$ cat config.mk
export PLATFORM = sky130hd
export DESIGN_NAME = vga_cell_timing
export DESIGN_NICKNAME = d
export VERILOG_FILES = /design/src/rtl/vga_cell_timing_pkg.sv /design/src/rtl/game_tick_div.sv /design/src/rtl/vga_cell_timing.sv
export SDC_FILE = /design/constraint.sdc
export NUM_CORES = 1
export LEC_CHECK = 0
export BUFFER_PORTS_ARGS = -buffer_cell sky130_fd_sc_hd__buf_2
export CORE_MARGIN = 5
export CORE_UTILIZATION = 39
export CTS_CLUSTER_DIAMETER = 60
export DETAILED_ROUTE_END_ITERATION = 16
export GPL_TIMING_DRIVEN = 0
export MAX_ROUTING_LAYER = met4
export PLACE_DENSITY = 0.58
export SYNTH_ARGS = -nofsm -noshare
export SYNTH_HDL_FRONTEND = slang
export SYNTH_SLANG_ARGS = --single-unit
$ cat constraint.sdc
create_clock -name i_Clk -period 5.3 [get_ports i_Clk]
set_input_delay 0.53 -clock i_Clk [delete_from_list [all_inputs] [get_ports i_Clk]]
set_output_delay 0.53 -clock i_Clk [all_outputs]
set_load 0.1 [all_outputs]
$ cat src/rtl/vga_cell_timing_pkg.sv
// Shared VGA timing constants and tile-grid geometry.
// The renderer and sprite blocks import these so the whole screen pipeline agrees on one raster.
package vga_cell_timing_pkg;

  localparam int VGA_H_SYNC_CYCLES = 92;
  localparam int VGA_H_BACK_PORCH  = 50;
  localparam int VGA_H_DISPLAY     = 640;
  localparam int VGA_H_FRONT_PORCH = 18;
  localparam int VGA_V_SYNC_CYCLES = 2;
  localparam int VGA_V_BACK_PORCH  = 33;
  localparam int VGA_V_DISPLAY     = 480;
  localparam int VGA_V_FRONT_PORCH = 10;

  localparam int VGA_H_LINE  = VGA_H_SYNC_CYCLES + VGA_H_BACK_PORCH + VGA_H_DISPLAY + VGA_H_FRONT_PORCH;
  localparam int VGA_V_FRAME = VGA_V_SYNC_CYCLES + VGA_V_BACK_PORCH + VGA_V_DISPLAY + VGA_V_FRONT_PORCH;

  localparam int VGA_TILE_SHIFT = 5;
  localparam int VGA_GRID_W     = 20;
  localparam int VGA_GRID_H     = 15;

  localparam int VGA_CNT_W    = 10;
  localparam int VGA_CELL_X_W = 5;
  localparam int VGA_CELL_Y_W = 4;

  typedef struct packed {
    logic                    hsync_n;
    logic                    vsync_n;
    logic                    active;
    logic [VGA_CELL_X_W-1:0] cell_x;
    logic [VGA_CELL_Y_W-1:0] cell_y;
    logic                    frame_start;
  } vga_decode_t;

endpackage

$ cat src/rtl/game_tick_div.sv
// Divides frame-start pulses down to a game tick; pause freezes the count.
// The tick is registered so it lines up with the registered frame-tick output.
module game_tick_div #(
  parameter int TICK_FRAMES = 8
) (
  input  logic i_Clk,
  input  logic i_Rst_L,
  input  logic i_Frame_Tick,
  input  logic i_Pause,
  output logic o_Tick
);

  localparam logic [7:0] LAST = 8'(TICK_FRAMES - 1);

  logic [7:0] frame_cnt;

  // Pause is only looked at on the frame-start cycle, so mid-frame toggles are ignored.
  always_ff @(posedge i_Clk or negedge i_Rst_L) begin
    if (!i_Rst_L) begin
      frame_cnt <= '0;
      o_Tick    <= 1'b0;
    end else begin
      o_Tick <= 1'b0;
      if (i_Frame_Tick && !i_Pause) begin
        if (frame_cnt == LAST) begin
          frame_cnt <= '0;
          o_Tick    <= 1'b1;
        end else begin
          frame_cnt <= frame_cnt + 8'd1;
        end
      end
    end
  end

endmodule

$ cat src/rtl/vga_cell_timing.sv
// VGA raster generator with tile-cell decode and frame/game tick pulses.
// Every output is the registered decode of the previous (h,v), so all outputs stay aligned.
module vga_cell_timing
  import vga_cell_timing_pkg::*;
#(
  parameter int H_SYNC_CYCLES    = VGA_H_SYNC_CYCLES,
  parameter int H_BACK_PORCH     = VGA_H_BACK_PORCH,
  parameter int H_DISPLAY        = VGA_H_DISPLAY,
  parameter int H_FRONT_PORCH    = VGA_H_FRONT_PORCH,
  parameter int V_SYNC_CYCLES    = VGA_V_SYNC_CYCLES,
  parameter int V_BACK_PORCH     = VGA_V_BACK_PORCH,
  parameter int V_DISPLAY        = VGA_V_DISPLAY,
  parameter int V_FRONT_PORCH    = VGA_V_FRONT_PORCH,
  parameter int TILE_SHIFT       = VGA_TILE_SHIFT,
  parameter int GAME_TICK_FRAMES = 8
) (
  input  logic       i_Clk,
  input  logic       i_Rst_L,
  input  logic       i_Pause,
  output logic       o_VGA_HSync,
  output logic       o_VGA_VSync,
  output logic       o_Active,
  output logic [4:0] o_Cell_X,
  output logic [3:0] o_Cell_Y,
  output logic       o_Frame_Tick,
  output logic       o_Game_Tick
);

  localparam int H_LINE  = H_SYNC_CYCLES + H_BACK_PORCH + H_DISPLAY + H_FRONT_PORCH;
  localparam int V_FRAME = V_SYNC_CYCLES + V_BACK_PORCH + V_DISPLAY + V_FRONT_PORCH;

  localparam logic [VGA_CNT_W-1:0] H_LAST      = VGA_CNT_W'(H_LINE - 1);
  localparam logic [VGA_CNT_W-1:0] V_LAST      = VGA_CNT_W'(V_FRAME - 1);
  localparam logic [VGA_CNT_W-1:0] H_SYNC_END  = VGA_CNT_W'(H_SYNC_CYCLES);
  localparam logic [VGA_CNT_W-1:0] V_SYNC_END  = VGA_CNT_W'(V_SYNC_CYCLES);
  localparam logic [VGA_CNT_W-1:0] H_ACT_START = VGA_CNT_W'(H_SYNC_CYCLES + H_BACK_PORCH);
  localparam logic [VGA_CNT_W-1:0] H_ACT_END   = VGA_CNT_W'(H_SYNC_CYCLES + H_BACK_PORCH + H_DISPLAY);
  localparam logic [VGA_CNT_W-1:0] V_ACT_START = VGA_CNT_W'(V_SYNC_CYCLES + V_BACK_PORCH);
  localparam logic [VGA_CNT_W-1:0] V_ACT_END   = VGA_CNT_W'(V_SYNC_CYCLES + V_BACK_PORCH + V_DISPLAY);

  localparam vga_decode_t DEC_RESET = '{hsync_n: 1'b1, vsync_n: 1'b1, default: '0};

  logic [VGA_CNT_W-1:0] h_cnt, v_cnt;
  logic [VGA_CNT_W-1:0] h_off, v_off;
  logic                 h_act, v_act;
  vga_decode_t          dec_nxt, dec_q;

  always_ff @(posedge i_Clk or negedge i_Rst_L) begin
    if (!i_Rst_L) begin
      h_cnt <= '0;
      v_cnt <= '0;
    end else if (h_cnt == H_LAST) begin
      h_cnt <= '0;
      v_cnt <= (v_cnt == V_LAST) ? '0 : v_cnt + 10'd1;
    end else begin
      h_cnt <= h_cnt + 10'd1;
    end
  end

  always_comb begin
    h_act = (h_cnt >= H_ACT_START) && (h_cnt < H_ACT_END);
    v_act = (v_cnt >= V_ACT_START) && (v_cnt < V_ACT_END);
    h_off = h_cnt - H_ACT_START;
    v_off = v_cnt - V_ACT_START;

    dec_nxt             = DEC_RESET;
    dec_nxt.hsync_n     = !(h_cnt < H_SYNC_END);
    dec_nxt.vsync_n     = !(v_cnt < V_SYNC_END);
    dec_nxt.active      = h_act && v_act;
    dec_nxt.frame_start = (h_cnt == '0) && (v_cnt == '0);
    // Cell indices are forced to zero in blanking so downstream lookups see a stable address.
    if (h_act && v_act) begin
      dec_nxt.cell_x = VGA_CELL_X_W'(h_off >> TILE_SHIFT);
      dec_nxt.cell_y = VGA_CELL_Y_W'(v_off >> TILE_SHIFT);
    end
  end

  always_ff @(posedge i_Clk or negedge i_Rst_L) begin
    if (!i_Rst_L) dec_q <= DEC_RESET;
    else          dec_q <= dec_nxt;
  end

  game_tick_div #(
    .TICK_FRAMES (GAME_TICK_FRAMES)
  ) u_game_tick_div (
    .i_Clk        (i_Clk),
    .i_Rst_L      (i_Rst_L),
    .i_Frame_Tick (dec_nxt.frame_start),
    .i_Pause      (i_Pause),
    .o_Tick       (o_Game_Tick)
  );

  assign o_VGA_HSync  = dec_q.hsync_n;
  assign o_VGA_VSync  = dec_q.vsync_n;
  assign o_Active     = dec_q.active;
  assign o_Cell_X     = dec_q.cell_x;
  assign o_Cell_Y     = dec_q.cell_y;
  assign o_Frame_Tick = dec_q.frame_start;

endmodule

## After elaboration in Yosys (flattened, before gate mapping)

Index checks and enable logic that the tools add are counted.

- Register bits after elaboration: 42
- Bits in latches: 0
- Memory bits (writable): 0
- Memory bits (read-only): 0
- Bits of input ports: 3
- Output and inout bits: 14
- Logic and storage cells: 40
- Memories kept: 0

- $add $sub $neg: 5
- Multiply operators: 0
- Div/mod/pow operators: 0
- Order comparisons: 6
- Equality and inequality tests: 3
- Shifts and indexed selects: 0
- Multiplexer cells: 6
- Bitwise gates (word level): 0
- Reduce and logical (&&, ||, !) cells: 10

Operators with widths:

| operator | count |
|---|---|
| $add 10x1->10 const B | 2 |
| $eq 10x10->1 const B | 2 |
| $logic_not 10->1 | 2 |
| $lt 10x10->1 const B | 2 |
| $mux 10 | 2 |
| $ge 10x6->1 const B | 1 |
| $ge 10x8->1 const B | 1 |
| $lt 10x2->1 const B | 1 |
| $lt 10x7->1 const B | 1 |
| $sub 10x8->10 const B | 1 |
| $mux 9 | 1 |
| $sub 9x6->9 const B | 1 |
| $add 8x1->8 const B | 1 |
| $eq 8x3->1 const B | 1 |
| $mux 8 | 1 |
| $logic_and 1x1->1 | 5 |
| $logic_not 1->1 | 3 |
| $mux 1 | 2 |

## Depth between registers and ports, before layout

Gate-level depths: netlist (run 1).

- Depth after elaboration: 4
- Depth in mapped cells: 7
- Depth with buffers taken out: 6

## Modules after synthesis

From an unflattened synthesis (run 1), not the netlist that was laid out.

- Cell total of the unflattened synthesis: 210
- Area total of the unflattened synthesis: 2144.6 µm²

Modules (own cells, without submodules):

| module | times used | cells each | area each (µm²) | sequential area each (µm²) |
|---|---|---|---|---|
| vga_cell_timing | 1 | 173 | 1705.4 | 828.3 |
| game_tick_div | 1 | 37 | 439.2 | 225.2 |

## Worst setup path after synthesis (run 1)

OpenSTA, ideal clock, no wires.

- Path type: register to register
- From: register v_cnt[1]
- To: register u_game_tick_div.frame_cnt[0]
- Setup time: 0.125 ns
- Data arrival time: 1.675 ns
- Data required time: 5.175 ns
- Path slack: 3.500 ns
- Stages on the path, launching flop included: 7
- Path buffers: 0
- Clock period less this slack: 1.800 ns
- Cells stage by stage: dfrtp_1 inv_1 ha_1 nor2b_1 nand4_2 nor3_1 mux2_2

- Longest elaborated chain between the ends: 3

RTL lines:

| element | line | RTL |
|---|---|---|
| start, declared | vga_cell_timing.sv:43 | `logic [VGA_CNT_W-1:0] h_cnt, v_cnt;` |
| start signal, assigned | vga_cell_timing.sv:54 | `v_cnt <= (v_cnt == V_LAST) ? '0 : v_cnt + 10'd1;` |
| $logic_not 10->1 | vga_cell_timing.sv:70 | `dec_nxt.frame_start = (h_cnt == '0) && (v_cnt == '0);` |
| $logic_and 1x1->1 | vga_cell_timing.sv:70 |  |
| $logic_and 1x1->1 | game_tick_div.sv:24 | `if (i_Frame_Tick && !i_Pause) begin` |
| end signal, assigned | game_tick_div.sv:29 | `frame_cnt <= frame_cnt + 8'd1;` |
| end, declared | game_tick_div.sv:15 | `logic [7:0] frame_cnt;` |

Every way passes these cells.
A chain may end at the register's enable or synchronous reset.

## Worst setup path after layout (run 1)

Ends and elaborated chain as after synthesis.

==> flow_summary.ini, run 1 <==
[sta]
max_freq_mhz = 472.1
finalHoldViolations = 0
finClkSkew_ps = 8.779
setup_violations = 0
fin_crit_sh = 0.3996
rsz0062_at_grt = no
final.min_clock_period_ps = 2118
drv_slew = 0
worstMarginPinSlew_ps = 916.2
relSlewSlack = 0.3892
final.setup.tns_ps = 0

[clock_tree]
clkTransAtPathRegs_ps = 80
cts_buffer_depth = 2
ctsResizeCount = 0
htreeDepth = 2
cts_setup_buffers = 0
worstSkewPairLatency_ps = 290
cts_tree = done
cts_inserted_buffers = 5
clock-sinks = 42
cts-root-buf = clkbuf_8
postCtsHoldBufs = 0

[floorplanning]
fp-row-count = 27
core-area_um2 = 5540
start_util = 0.4018
dieArea_um2 = 7318
die_y_um = 85.55
dieWidth_um = 85.55
ios = 17

[final_layout]
stdcell_count = 314
drive_gt1_frac = 0.2149
area.growth.synth_to_final_pct = 11.92
final_common_cell = dfrtp_1
fillCellCount = 555
fin_nets = 249
final_util = 0.4496
final_cell_mix = dfrtp_1, buf_2, nor2_1, nand2_1
num_antenna_cells = 0

[grt]
grt_start_max_net_pins = 43
grt_pass1_wl_mm = 7.376
gr-total-overflow = 0
grt_pass1_vias = 1538
grt_use_total = 0.1289
antenna_found_initial = 0

[power_and_ir_drop]
power.density_nw_per_um2 = 219.5
clkPwrFrac = 0.399
vdd_ir_drop_max_mv = 0.08458
p_sw_uw = 120.1
p_leak_nw = 1.147
internal_power_uw = 426.7
switching_share = 0.2197
comb_power_share = 0.014
seq_power_share = 0.587

[yosys]
synth_seq_area_share = 0.4733
yosysWarnings = 0
synth_cell_types = 45
synth_area_um2 = 2226
synth_nets = 226
synthCells = 218
syn_area_per_cell_um2 = 10.21
synth_seq_cells = 42

[drt]
wl_per_cell_um = 13.61
first_pass_iters = 4
viasPerCell = 5.223
detail_route.iter0.violations = 112
vias = 1640
ant_nets = 0
wl_mm = 4.275
drc = 0

[setup_path]
worst_setup_path_start_kind = register
end_kind = register
regToRegSetupSlack_ps = 3180
cp_data_required_time_ps = 5480
regToRegStartpoint = v_cnt[1]
worstPathMaxFanout = 7
startpoint = v_cnt[1]
arrival_ps = 2300
path_class = reg -> reg

[placement]
gp_congestion = 0.7937
port-buffer-count = 16
dp_hpwl_mm = 2.994
placedCellCount = 306

[hold_path]
worstHoldPathType = in -> async

[outcome]
status = finished, final reports clean

[flow_run]
drv_cap = 0
final timing paths:
check,end,cells after the start
setup / recovery,u_game_tick_div.frame_cnt[0],6
hold / removal,u_game_tick_div.frame_cnt[7],1
setup reg to reg,u_game_tick_div.frame_cnt[0],6
hold reg to reg,u_game_tick_div.frame_cnt[7],1
max in group asynchronous,v_cnt[9],1
min in group i_Clk,u_game_tick_div.frame_cnt[7],1
cells by family after synthesis:
logic type | synth area share
buf+inv | 0.04722
simple gates | 0.2529
fa+ha+maj | 0.02811
compound gates | 0.1034
flops | 0.4733
xor+xnor | 0.07083
mux | 0.02417
cells in the mapped netlist (all sizes together):
library cell  number  area [um2]
o311a              1       10.01
dfrtp             40        1001
nand3             13       65.06
o22ai              1       6.260
o311ai             1       26.28
o21ai             10       50.05
xnor2              8       70.07
a21oi              6       30.03
and3               5       31.28
o41a               1       11.26
a311oi             1       8.760
and3b              1       8.760
nand2             17       63.81
nand2b             2       12.51
clkbuf             1       3.750
buf               13       71.32
mux2               3       33.78
o41ai              1       8.760
nor3              16       101.4
and4b              1       10.01
nor4b              3       32.53
nand4              5       37.53
or3                5       36.28
a31oi              3       18.77
nor2b              2       12.51
or4                2       15.01
nor4               5       37.53
dfstp              2       52.55
nor2              17       63.81
inv                8       30.03
xor2              10       87.58
a2111o             1       11.26
ha                 5       62.56
o211ai             1       21.27
and4               2       17.52
mux2i              2       20.02
nand4b             2       17.52
a2111oi            1       27.53
routing by layer:
metal  track usage  wire [um]  vias to the layer above  part of all wire
met5             -          0                        -                 0
met4       0.05180         68                        0             0.016
met3       0.03074        191                        6             0.045
met2        0.1928       1916                       44              0.45
met1        0.1681       2099                      765              0.49
li1              -          -                      825                 -
power groups by stage:
stage	Clock (mW)	Sequential [mW]	Combinational, mW
2_1_floorplan	0	0.327	0.000929
6_report	0.218	0.321	0.00782
3_5_place_dp	0	0.327	0.00857
3_3_place_gp	0	0.327	0.00845
4_1_cts	0.226	0.321	0.00859
5_1_grt	0.243	0.321	0.00988
critical path: stages (launching register included):
cell and delay (ps):
dfrtp_1 430, inv_1 130, ha_1 160, nor2b_1 340, nand4_2 250, nor3_1 330, mux2_2 380
layout make-up:
cell class | instances | area (um2) | share of cell area
sequential | 42 | 1054 | 0.4229
tap | 72 | 90.09 | 0.03616
timing repair buffer | 16 | 80.08 | 0.03214
clock buffer | 6 | 82.58 | 0.03315
inverter | 8 | 30.03 | 0.01205
multi-input combinational | 154 | 1067 | 0.4284
clock inverter | 2 | 12.51 | 0.005023
buffer | 14 | 75.07 | 0.03014
state kept, by name, summed over array words and instances (netlist names):
signal,cells
o_VGA_VSync,1
v_cnt,10
u_game_tick_div.frame_cnt,8
u_game_tick_div.o_Tick,1
o_Frame_Tick,1
o_VGA_HSync,1
o_Cell_X,5
o_Active,1
o_Cell_Y,4
h_cnt,10
through the flow:
step | total power [mW] | hold WS [ps] | setup WS, ps | area (um2)
floorplan | 0.3283 | 234.4 | 3500 | 2226
global placement | 0.3358 | 458.8 | 3208 | 2396
detailed placement | 0.3359 | 464.3 | 3195 | 2396
CTS | 0.5559 | 407.7 | 3174 | 2491
global route | 0.5739 | 467.9 | 3030 | 2491
finish | 0.5468 | 369.1 | 3182 | 2491
(Power assumes the default switching activity.)
==> run 2, diff against run 1 <==
==> constraint.sdc (replaced) <==
create_clock -name i_Clk -period 2.2 [get_ports i_Clk]
set_input_delay 0.22 -clock i_Clk [delete_from_list [all_inputs] [get_ports i_Clk]]
set_output_delay 0.22 -clock i_Clk [all_outputs]
set_load 0.1 [all_outputs]
==> run 2 against run 1 <==
Against the previous run:
- power rose by 140%
- design area rose by 0.20%
- non-clock buffer count did not move
- final cell count did not move
- sequential share of layout area fell by 0.085 points
- maximum frequency rose by 4.1%
- via count fell by 0.12%
- combinational power rose by 140%
- clock power rose by 140%
- largest power group unchanged
- highest routed layer unchanged
==> flow_summary.ini, run 2 (same netlist as run 1, synthesis figures left out) <==
[outcome]
status = finished, final reports clean

[final_layout]
stdcell_count = 314
final_util = 0.4505
num_antenna_cells = 0
fin_area_um2 = 2496
area.growth.synth_to_final_pct = 12.14
fillCellCount = 555
largestRegisters = h_cnt (10), v_cnt (10), u_game_tick_div.frame_cnt (8)
drive_gt1_frac = 0.2190
final_cell_mix = dfrtp_1, buf_2, nor2_1, nand2_1, nand3_1
fin_nets = 249
final_common_cell = dfrtp_1

[setup_path]
path_delay_family = simple AND/OR/NAND/NOR gates
regToRegStartpoint = v_cnt[1]
end_kind = register
worstPathMaxFanout = 7
path_buf_inv = 1
r2r_cells = 6
crit_chain = inv_1 -> ha_1 -> nor2b_1 -> nand4_2 -> nor3_2 -> mux2_2
regToRegSetupSlack_ps = 170
r2r-end = u_game_tick_div.frame_cnt[0]
worst_setup_path_start_kind = register
cp_slowest_stage_delay_ps = 430
cp_data_required_time_ps = 2380
cp_slowest_cell = dfrtp_1
path_class = reg -> reg
arrival_ps = 2210

[clock_tree]
cts_tree = done
cts-root-buf = clkbuf_8
cts_inserted_buffers = 5
htreeDepth = 2
clock-sinks = 42
cts_buffer_depth = 2
ctsResizeCount = 0
clkTransAtPathRegs_ps = 80
worstSkewPairLatency_ps = 290
postCtsHoldBufs = 0
cts_setup_buffers = 0

[sta]
relSlewSlack = 0.3864
setup_slack_ps = 165.7
setup_violations = 0
worstMarginPinSlew_ps = 920.5
max_freq_mhz = 491.6
rsz0062_at_grt = no
finClkSkew_ps = 8.795
holdWs_ps = 58.88
final.setup.tns_ps = 0
drv_slew = 0
fin_crit_sh = 0.9247
final.min_clock_period_ps = 2034
finalHoldViolations = 0

[drt]
ant_nets = 0
drc = 0
viasPerCell = 5.217
vias = 1638
wl_mm = 4.277
wl_per_cell_um = 13.62
first_pass_iters = 4
detail_route.iter0.violations = 110

[placement]
dp_hpwl_mm = 2.994
port-buffer-count = 16
dpl_cell_area_um2 = 2396
post-place-ws_ps = 94.72
gp_congestion = 0.7937
placedCellCount = 306

[floorplanning]
start_util = 0.4018
ios = 17
dieArea_um2 = 7318
fp-row-count = 27
dieWidth_um = 85.55
core-area_um2 = 5540
die_y_um = 85.55

[power_and_ir_drop]
vdd_ir_drop_max_mv = 0.2028
p_leak_nw = 1.148
p_total_mw = 1.317
power.density_nw_per_um2 = 527.4

[flow_run]
drv_cap = 0

[grt]
grt_start_max_net_pins = 43
grt_use_total = 0.1289
grt_pass1_vias = 1538
antenna_found_initial = 0
grt_pass1_wl_mm = 7.376
gr-total-overflow = 0

[hold_path]
worstHoldPathType = in -> async
[run 2: cell count changes in the layout (fill, tap and decap cells not counted)]
cell,before,now
nor3_1,13,12
nor3_2,2,3
[run 2: worst register-to-register path, stage by stage (launching register included)]
cell and delay, ps:
dfrtp_1 430, inv_1 130, ha_1 160, nor2b_1 340, nand4_2 260, nor3_2 250
mux2_2 360
[run 2: per-layer routing]
layer | vias up | track usage | wire, um
met5 | - | - | 0
met4 | 0 | 0.05180 | 68
met3 | 6 | 0.03074 | 191
met2 | 44 | 0.1928 | 1917
met1 | 764 | 0.1681 | 2100
li1 | 824 | - | -
[run 2: worst max-delay path by stage]
| stage | start | endpoint | slack [ps] | cells past startpoint |
|---|---|---|---|---|
| 4_1_cts | h_cnt[0] | u_game_tick_div.frame_cnt[0] | 70 | 6 |
| 3_3_place_gp | h_cnt[0] | u_game_tick_div.frame_cnt[1] | 110 | 6 |
| 2_1_floorplan | v_cnt[1] | u_game_tick_div.frame_cnt[0] | 400 | 6 |
| 3_5_place_dp | v_cnt[1] | u_game_tick_div.frame_cnt[0] | 90 | 6 |
| 5_1_grt | h_cnt[0] | u_game_tick_div.frame_cnt[0] | 20 | 6 |
| 6_report | v_cnt[1] | u_game_tick_div.frame_cnt[0] | 170 | 6 |
[run 2: cell type report]
class / count / area (um2) / share of cell area
Timing Repair Buffer: 16 / 80.08 / 0.03208
Clock inverter: 2 / 12.51 / 0.005013
Sequential cell: 42 / 1054 / 0.4221
Clock buffer: 6 / 82.58 / 0.03308
Buffer: 14 / 75.07 / 0.03008
Multi-Input combinational cell: 154 / 1072 / 0.4296
Inverter: 8 / 30.03 / 0.01203
Tap cell: 72 / 90.09 / 0.03609
[run 2: where the power goes]
part           switching, mW  internal [mW]  leakage [nW]
Clock                  0.272          0.253        0.0472
Combinational         0.0159        0.00309         0.538
Sequential          0.000929          0.772         0.563
Total                  0.289           1.03          1.15
==> run 3, diff against run 2 <==
--- a/config.mk
+++ b/config.mk
@@ -5,6 +5,7 @@
 export SDC_FILE = /design/constraint.sdc
 export NUM_CORES = 1
 export LEC_CHECK = 0
+export ABC_AREA = 1
 export BUFFER_PORTS_ARGS = -buffer_cell sky130_fd_sc_hd__buf_2
 export CORE_MARGIN = 5
 export CORE_UTILIZATION = 39
==> run 3 against run 2 <==
Against the previous run:
- routed wire length rose by 11%
- final cell count rose by 29%
- maximum frequency rose by 20%
- utilization fell by 1.2 points
- global-route usage rose by 2.0 points
- worst hold slack improved by 14 ps
- count of clock-buffer cells in the layout fell by 1
- first-iteration DRC count fell by 9.1%
- register-to-register slack improved by 340 ps
- via count rose by 17%
- clock power fell by 7.4%
- design area rose by 2.8%
- largest power group unchanged
==> flow_summary.ini, run 3 <==
[sta]
max_freq_mhz = 591.1
drv_slew = 0
relSlewSlack = 0.3676
finalHoldViolations = 0
setup_violations = 0
finClkSkew_ps = 7.733
holdWs_ps = 72.53
rsz0062_at_grt = no
final.setup.tns_ps = 0
worstMarginPinSlew_ps = 948.6
fin_crit_sh = 0.7690
final.min_clock_period_ps = 1692

[yosys]
yosysTopAreaCellShare = 0.4329
synthCells = 307
synth_seq_cells = 42
netlist_top_cells_count = nand2_1, nor2_1, dfrtp_1
synth_area_leaders = dfrtp_1, nand2_1, nor2_1
synth_nets = 315
ys.flop_type = dfrtp_1
syn_area_per_cell_um2 = 7.532
synth_most_common_cell = nand2_1
synth_seq_area_share = 0.4556
synth-edff-count = 0
synth_area_um2 = 2312
synth_cell_types = 28
yosysWarnings = 0
synth_largest_area_cell = dfrtp_1
async_reset_ff_frac = 1.000

[final_layout]
fin_area_um2 = 2565
fin_nets = 338
final_common_cell = nand2_1
area.growth.synth_to_final_pct = 10.93
drive_gt1_frac = 0.1212
final_cell_mix = nand2_1, nor2_1, dfrtp_1
largestRegisters = h_cnt (10), v_cnt (10), u_game_tick_div.frame_cnt (8)
num_antenna_cells = 0

[floorplanning]
core-area_um2 = 5851
dieWidth_um = 87
fp-row-count = 28
ios = 17
dieArea_um2 = 7569
die_y_um = 87
start_util = 0.3952

[clock_tree]
cts_inserted_buffers = 5
ctsResizeCount = 0
clkTransAtPathRegs_ps = 80
postCtsHoldBufs = 0
cts-root-buf = clkbuf_8
cts_buffer_depth = 2
cts_tree = done
clock-sinks = 42
htreeDepth = 2
cts_setup_buffers = 0
worstSkewPairLatency_ps = 290

[grt]
antenna_found_initial = 0
grt_use_total = 0.1489
grt_start_max_net_pins = 43
gr-total-overflow = 0
grt_pass1_vias = 1976
grt_pass1_wl_mm = 8.742

[setup_path]
cp_slowest_cell = dfrtp_1
worstPathMaxFanout = 8
cp_data_required_time_ps = 2380
path_buf_inv = 1
worst_setup_path_start_kind = register
arrival_ps = 1870
crit_chain = inv_1 -> ha_1 -> nor3b_1 -> nand3b_1 -> nor2_4 -> nand2_4 -> nand2_1 -> nand2_1
end_kind = register
regToRegSetupSlack_ps = 510
path_delay_family = simple AND/OR/NAND/NOR gates
cpMostUsedCell = nand2_1
path_class = reg -> reg
cp_slowest_stage_delay_ps = 430

[drt]
vias = 1917
first_pass_iters = 4
wl_mm = 4.762
drc = 0
wl_per_cell_um = 11.76
detail_route.iter0.violations = 100
ant_nets = 0
viasPerCell = 4.733

[placement]
dpl_cell_area_um2 = 2486
port-buffer-count = 16
gp_congestion = 0.8454
dp_hpwl_mm = 3.589

[power_and_ir_drop]
p_total_mw = 1.279
vdd_ir_drop_max_mv = 0.2924
p_leak_nw = 1.420
power.density_nw_per_um2 = 498.7

[outcome]
status = finished, final reports clean

[hold_path]
worstHoldPathType = in -> async

[flow_run]
drv_cap = 0
## run 3: per-layer routing
metal	share of wire	global-route usage	routed length, um
met3	0.038	0.03500	180
met5	0	-	0
met2	0.47	0.2478	2231
met4	0.0086	0.04391	41
met1	0.48	0.1794	2308
## run 3: path summary, 6_finish.rpt
path                                                end                         start  cells after the start
setup / recovery           u_game_tick_div.frame_cnt[2]                      h_cnt[0]                      8
hold / removal                                 o_Active                       i_Rst_L                      1
setup reg to reg           u_game_tick_div.frame_cnt[2]                      h_cnt[0]                      8
hold reg to reg            u_game_tick_div.frame_cnt[7]  u_game_tick_div.frame_cnt[7]                      2
max in group asynchronous  u_game_tick_div.frame_cnt[6]                       i_Rst_L                      1
min in group i_Clk         u_game_tick_div.frame_cnt[5]                       i_Pause                      4
## run 3: per-stage QoR
stage / std cells / setup slack, ps / util
2_1_floorplan: 307 / 771.2 / -
3_3_place_gp: 398 / 528.0 / 0.4249
3_5_place_dp: 398 / 523.5 / 0.4249
4_1_cts: 405 / 499.8 / 0.4384
5_1_grt: 405 / 330.7 / 0.4384
6_report: 405 / 508.1 / 0.4384
## run 3: logic make-up (layout without fill, tap and decap cells)
group | count (synthesis) | in the layout | share of synthesized area
AOI/OAI and AO/OA | 22 | 22 | 0.04978
DFF | 42 | 42 | 0.4556
buffers and inverters | 47 | 70 | 0.08062
xor gates and xnor gates | 12 | 12 | 0.04545
and+or+nand+nor | 179 | 179 | 0.3415
adders and majority gates | 5 | 5 | 0.02706
## run 3: layout make-up
class / instances / area [um2]
Buffer: 4 / 25.02
Clock buffer: 5 / 68.82
Clock inverter: 2 / 10.01
Fill cell: 604 / 3286
Inverter: 43 / 161.4
Multi-Input combinational cell: 218 / 1072
Sequential cell: 42 / 1054
Tap cell: 75 / 93.84
Timing Repair Buffer: 16 / 80.08
## run 3: where the power goes
| part | internal, mW | switching (mW) |
|---|---|---|
| combinational | 0.00225 | 0.0190 |
| sequential | 0.772 | 0.00101 |
| clock | 0.214 | 0.271 |
